--- src/rtl/clk_div_pkg.sv ---
// Shared constants and helpers for the programmable clock divider.
package clk_div_pkg;

  localparam int unsigned CNT_W_DEF = 8;
  localparam int unsigned DIV_MIN   = 2;

  // Number of high cycles in a period of n clocks (ceil(n/2)).
  function automatic int unsigned hi_count(input int unsigned n);
    return (n + 1) >> 1;
  endfunction

endpackage

--- src/rtl/clk_div_ctr.sv ---
// Period counter, wrap detect and registered div_clk/div_tick generation.
// act is the divisor of the running period; act_nxt governs the period that starts on a wrap.
module clk_div_ctr
  import clk_div_pkg::*;
#(
  parameter int unsigned CNT_W     = CNT_W_DEF,
  parameter int unsigned DIV_RESET = 2
) (
  input  logic             clk,
  input  logic             rst,
  input  logic             en,
  input  logic             sync,
  input  logic [CNT_W-1:0] act,
  input  logic [CNT_W-1:0] act_nxt,
  output logic             wrap_c,
  output logic             div_clk,
  output logic             div_tick
);

  logic [CNT_W-1:0] cnt;
  logic [CNT_W-1:0] cnt_nxt_c;
  logic [CNT_W-1:0] hi_c;

  // A forced resync wraps exactly like a natural end of period.
  always_comb begin
    wrap_c    = en && (sync || (cnt == act - CNT_W'(1)));
    cnt_nxt_c = wrap_c ? '0 : cnt + CNT_W'(1);
    hi_c      = CNT_W'(hi_count(32'(act_nxt)));
  end

  always_ff @(posedge clk) begin
    if (rst) begin
      cnt      <= CNT_W'(DIV_RESET - 1);
      div_clk  <= 1'b0;
      div_tick <= 1'b0;
    end else if (en) begin
      cnt      <= cnt_nxt_c;
      div_clk  <= (cnt_nxt_c < hi_c);
      div_tick <= wrap_c;
    end else begin
      div_tick <= 1'b0;
    end
  end

endmodule

--- src/rtl/clk_div_prog.sv ---
// Runtime-programmable integer clock divider with glitch-free divisor reload.
// Optional CLK_DIV_PHASE_EN adds a phase_sync input that forces a period restart.
module clk_div_prog
  import clk_div_pkg::*;
#(
  parameter int unsigned CNT_W     = CNT_W_DEF,
  parameter int unsigned DIV_RESET = 2
) (
  input  logic             clk,
  input  logic             rst,
  input  logic             en,
`ifdef CLK_DIV_PHASE_EN
  input  logic             phase_sync,
`endif
  input  logic             div_load,
  input  logic [CNT_W-1:0] div_value,
  output logic             div_ack,
  output logic             div_err,
  output logic             div_clk,
  output logic             div_tick,
  output logic [CNT_W-1:0] cur_div
);

  logic [CNT_W-1:0] act;
  logic [CNT_W-1:0] pend;
  logic             pend_vld;
  logic [CNT_W-1:0] act_nxt_c;
  logic             wrap_c;
  logic             sync_c;
  logic             load_ok_c;

`ifdef CLK_DIV_PHASE_EN
  assign sync_c = phase_sync;
`else
  assign sync_c = 1'b0;
`endif

  assign load_ok_c = (div_value >= CNT_W'(DIV_MIN));
  // The wrap consumes the pending value held before this edge.
  assign act_nxt_c = (wrap_c && pend_vld) ? pend : act;
  assign cur_div   = act;

  always_ff @(posedge clk) begin
    if (rst) begin
      act      <= CNT_W'(DIV_RESET);
      pend     <= '0;
      pend_vld <= 1'b0;
      div_ack  <= 1'b0;
      div_err  <= 1'b0;
    end else begin
      div_ack <= div_load && load_ok_c;
      div_err <= div_load && !load_ok_c;
      act     <= act_nxt_c;
      if (div_load && load_ok_c) begin
        pend     <= div_value;
        pend_vld <= 1'b1;
      end else if (wrap_c) begin
        pend_vld <= 1'b0;
      end
    end
  end

  clk_div_ctr #(
    .CNT_W     (CNT_W),
    .DIV_RESET (DIV_RESET)
  ) u_ctr (
    .clk      (clk),
    .rst      (rst),
    .en       (en),
    .sync     (sync_c),
    .act      (act),
    .act_nxt  (act_nxt_c),
    .wrap_c   (wrap_c),
    .div_clk  (div_clk),
    .div_tick (div_tick)
  );

endmodule

--- config.mk ---
export PLATFORM = sky130hd
export DESIGN_NAME = clk_div_prog
export DESIGN_NICKNAME = d
export VERILOG_FILES = /design/src/rtl/clk_div_pkg.sv /design/src/rtl/clk_div_ctr.sv /design/src/rtl/clk_div_prog.sv
export SDC_FILE = /design/constraint.sdc
export NUM_CORES = 1
export LEC_CHECK = 0
export CORE_AREA = 2 2 73 75
export CTS_CLUSTER_DIAMETER = 30
export CTS_CLUSTER_SIZE = 30
export DETAILED_ROUTE_END_ITERATION = 6
export DIE_AREA = 0 0 75 77
export GPL_ROUTABILITY_DRIVEN = 0
export GPL_TIMING_DRIVEN = 0
export SYNTH_ARGS = -nofsm -noshare
export SYNTH_HDL_FRONTEND = slang
export SYNTH_SLANG_ARGS = --single-unit
export TNS_END_PERCENT = 5
--- constraint.sdc ---
create_clock -name clk -period 10 [get_ports clk]
set_clock_uncertainty 0.1 [all_clocks]
set_input_delay 2 -clock clk [delete_from_list [all_inputs] [get_ports clk]]
set_output_delay 2 -clock clk [all_outputs]
set_load 0.005 [all_outputs]
# After elaboration in Yosys (flattened, before gate mapping)
# Index checks and enable logic that the tools add are counted.
# totals
input_bits,12
elab_cells,26
latchBits,0
memories,0
register_bits,29
ramBits,0
rom_bits,0
# op_classes
div,0
eq_ne,1
bitwise_logic,1
n_shift,0
n_reduce_logical,7
magnitude_cmp,2
n_mux,4
addsub,3
n_mul,0
# ops
op,n
2-to-1 mux 8 bit,2
"adder 8 x 1 -> 9 bit, second input constant",1
"adder 8 x 1 -> 8 bit, second input constant",1
equality test 8 bit,1
">= comparator 8 x 2 -> 1 bit, second input constant",1
< comparator 8 bit,1
"subtractor 8 x 1 -> 8 bit, second input constant",1
logical AND 1 bit,4
2-to-1 mux 1 bit,2
nonzero test 2 bit,1
OR reduction 2 bit,1
logical NOT 1 bit,1
NOT 1 bit,1

# Logic depth before layout (Yosys ltp)
# logic_depth
word_depth,7
depth_mapped,24

# Modules after synthesis
# From an unflattened synthesis, not the netlist that was laid out.
# hier_totals
cells_unflattened,220
hier_area_um2,1884.3
# modules_own_cells
module,n_inst,area_per_inst_um2,cells_each
clk_div_ctr,1,1113.6,147
clk_div_prog,1,770.7,73

# Worst setup path after synthesis
# No wires, ideal clock.
# synth_timing
path_type,input port to flip-flop
startpoint,in en
endpoint,reg u_ctr.div_clk
path_stages,20
t_arrival_ps,4909
setup_ps,101
required_ps,9799
slack_ps,4890
path_cell_list,clkbuf_1 -> o211ai_1 -> a211oi_1 -> and3_1 -> buf_2 -> buf_4 -> nand4_1 -> nand2_1 -> ha_1 -> clkbuf_1 -> nand3_1 -> xnor2_1 -> mux2i_1 -> ha_1 -> a21oi_1 -> nor2b_1 -> o21ai_0 -> o2111ai_1 -> o32a_1 -> o41ai_1
# synth_via
elab_chain_cells,5
word_cells_on_any_way,6
# synth_lines
element,line_no,source
"start, declared",clk_div_prog.sv:11,"input logic en,"
logical AND 1 bit,clk_div_ctr.sv:26,wrap_c = en && (sync || (cnt == act - CNT_W'(1)));
logical AND 1 bit,clk_div_prog.sv:40,assign act_nxt_c = (wrap_c && pend_vld) ? pend : act;
2-to-1 mux 8 bit,clk_div_prog.sv:40,
net act_nxt_c[0],clk_div_prog.sv:27,logic [CNT_W-1:0] act_nxt_c;
adder 8 x 1 -> 9 bit,clk_div_pkg.sv:9,return (n + 1) >> 1;
< comparator 8 bit,clk_div_ctr.sv:38,div_clk <= (cnt_nxt_c < hi_c);
"end signal, assigned",clk_div_ctr.sv:38,
"end, declared",clk_div_ctr.sv:16,"output logic div_clk,"
# The timed path passes the listed nets, and every way through them passes these cells.
# A chain may end at the register's enable or synchronous reset.

# Worst setup path in the final report
# Same ends and word-level chain as after synthesis.

==> results.py <==
metrics = {
    "placement": {
        "dp_cells": 369,
        "hpwl_mm": 4.290,
        "pre_cts_slack_ns": 4.204,
        "port_buffers": 22,
    },
    "pwr": {
        "p_leak_nw": 0.9659,
        "finalPower_uw": 372.7,
        "p_per_area_mw_per_mm2": 144.2,
        "max-vdd-ir-drop_uv": 78.23,
    },
    "layout": {
        "syn_to_final_growth_pct": 19.64,
        "drive_above_1_share": 0.07166,
        "antenna_cells": 0,
        "instances_no_fill": 377,
        "final_nets": 328,
    },
    "die": {
        "dieArea_sq_mm": 0.005775,
        "fp.dieW_microns": 75,
        "initial_core_util": 0.4339,
        "std_cell_rows": 26,
        "fp.dieH_microns": 77,
        "core_sq_mm": 0.004977,
        "pin_count": 24,
    },
    "route": {
        "wirelength_mm": 5.751,
        "routedWlPerCell_microns": 15.25,
        "drc": 0,
        "avgViaCountPerCell": 5.570,
        "ant_nets": 0,
        "vias": 2100,
        "firstDrtPassIters": 4,
        "drt_iter0_drc": 118,
    },
    "yosys": {
        "syn_inst": 277,
        "async_flop_share": 0,
        "synth_common_cells": "29 x dfxtp_1, 24 x a21oi_1, 24 x nand2_1",
        "synthFlopType": "dfxtp_1",
        "synth_area_leaders": "dfxtp_1 27%, xnor2_1 6.9%, ha_1 5.8%",
        "synth_nets": 299,
        "synth_top_area_cell": "dfxtp_1",
        "postSynthAreaPerCell_sq_um": 7.796,
        "ys_ff_latch": 29,
        "synth_top_area_frac": 0.2688,
        "syn-cell-area_sq_mm": 0.002160,
        "yosysMostFrequentCell": "dfxtp_1",
        "yosys_warnings": 0,
        "ys_types": 50,
        "synth_edf_count": 0,
        "ys_seq_area_frac": 0.2688,
    },
    "clock_network": {
        "cts.clk_slew.worst_paths_ns": 0.07,
        "cts_buffer_depth": 2,
        "cts_setup_buffers": 0,
        "cts-root-buf": "clkbuf_8",
        "cts_tree": "yes",
        "cts-resized-gates": 0,
        "cts_htree_levels": 2,
        "postCtsHoldBufs": 0,
        "cts_sinks": 29,
        "clk_latency_ns": 0.28,
        "cts_made_buffers": 5,
    },
    "critical_path": {
        "critPathKind": "in2reg",
        "start_kind": "input pin",
        "ff2ff_setup_slack_ns": 5.32,
        "rr_worst_depth": 23,
        "endpoint": "u_ctr.div_clk",
        "reg2reg_from": "cur_div[0]",
        "cp_data_arrival_time_ns": 5.58,
        "crit_fanout": 10,
        "cp-end-kind": "register",
        "crit_start": "en",
        "critPathRequiredTime_ns": 10.08,
        "r2r-end": "u_ctr.div_clk",
    },
    "grt": {
        "overflow": 0,
        "grt_usage": 0.2080,
        "grt_max_degree": 11,
        "grt_pass1_wl_mm": 9.301,
        "first_global_vias": 1882,
        "antenna_found_initial": 0,
    },
    "sta": {
        "period_share": 0.5505,
        "timing.fmax_mhz": 181.7,
        "tightestPinTransition_ns": 0.5630,
        "slew_headroom": 0.6246,
        "setup_viol": 0,
        "period_needed_ns": 5.505,
        "rsz0062_at_grt": "false",
        "maxSlewViolCount": 0,
        "hold_violations": 0,
        "setup_slack_ns": 4.495,
        "finalSetupTns_ns": 0,
    },
    "run_status": {
        "outcome": "finished, final reports clean",
    },
    "run": {
        "drv_cap": 0,
    },
    "min_path": {
        "hold_class": "reg2reg",
    },
}
## routing by layer
metal	share of wire	GRT usage	wire, microns	up-vias
met5	0	0	0	-
met4	0.0047	0.05714	27	0
met3	0.028	0.03679	162	4
met2	0.50	0.3395	2854	42
met1	0.47	0.2771	2708	992
li1	-	-	-	1062
## kinds of logic after synthesis
kind of cell	share of synthesized area
buffers and inverters	0.07184
and+or+nand+nor	0.2856
DFF	0.2688
AOI/OAI and AO/OA	0.2034
muxes	0.02318
xor gates and xnor gates	0.08922
adders and majority gates	0.05794
## cells in the final DEF (no fill, tap or decap), types with 2 or more instances in the layout
cell             count
o22ai_1              4
buf_6                3
nor2b_1              9
and2_1               2
and3_1               7
nor4b_1              2
nand3_2              2
xor2_1               5
clkbuf_1            14
clkdlybuf4s50_1     22
buf_1                2
a21oi_1             24
a31oi_1              6
o21bai_1             2
a211oi_1             2
mux2i_1              5
nand3_1             13
a31o_1               2
nand4_1              9
clkbuf_8             6
ha_1                10
nor3_1               5
buf_2                7
and3b_1              3
o31ai_1              7
nor4_1               3
nand2_1             24
nor2_1              17
o211ai_1             7
nand2b_1            11
inv_1                5
dfxtp_1             29
o21ai_0              2
xnor2_1             17
## sequential cells by signal, indices dropped and copies added (netlist names)
name / count
u_ctr.div_tick: 1
pend: 8
div_err: 1
u_ctr.div_clk: 1
cur_div: 8
div_ack: 1
u_ctr.cnt: 8
pend_vld: 1
## critical path, cell delays in order
cell	delay, ns
clkbuf_1	0.31
o211ai_1	0.15
a211oi_1	0.34
and3_1	0.20
buf_2	0.16
buf_4	0.18
nand4_1	0.13
nand2_1	0.13
ha_1	0.14
clkbuf_1	0.30
nand3_1	0.15
xnor2_1	0.15
mux2i_1	0.17
ha_1	0.27
a21oi_1	0.14
nor2b_1	0.06
o21ai_0	0.16
o2111ai_1	0.16
o41ai_1	0.27
## worst min path at each step
stage	end	from	cells past startpoint	slack, ns
finish	pend[6]	pend[6]	2	0.41
CTS	pend[6]	pend[6]	2	0.41
global placement	pend[6]	pend[6]	2	0.40
detailed placement	pend[6]	pend[6]	2	0.40
floorplan	pend[4]	pend[4]	2	0.37
global route	pend[7]	pend[7]	2	0.44
## per-stage QoR
step / area [sq um] / hold WS (ns) / utilization
finish: 2584 / 0.4104 / 0.5191
global route: 2584 / 0.4388 / 0.5191
CTS: 2584 / 0.4098 / 0.5191
detailed placement: 2467 / 0.4006 / 0.4957
global placement: 2467 / 0.3955 / 0.4957
floorplan: 2160 / 0.3703 / -
## where the power goes
part	switching, mW	leakage, nW	total [mW]	internal (mW)
logic	0.0680	0.671	0.116	0.0476
clock network	0.0464	0.0585	0.128	0.0812
registers	0.00657	0.237	0.130	0.123
## layout make-up
type / count / area (sq um)
Sequential cell: 29 / 580.6
Fill cell: 520 / 2394
Clock buffer: 7 / 86.33
Timing Repair Buffer: 22 / 220.2
Inverter: 6 / 22.52
Clock inverter: 1 / 30.03
Multi-Input combinational cell: 216 / 1424
Tap cell: 70 / 87.58
Buffer: 26 / 132.6
Note: power is estimated with default switching activity, not from simulation.
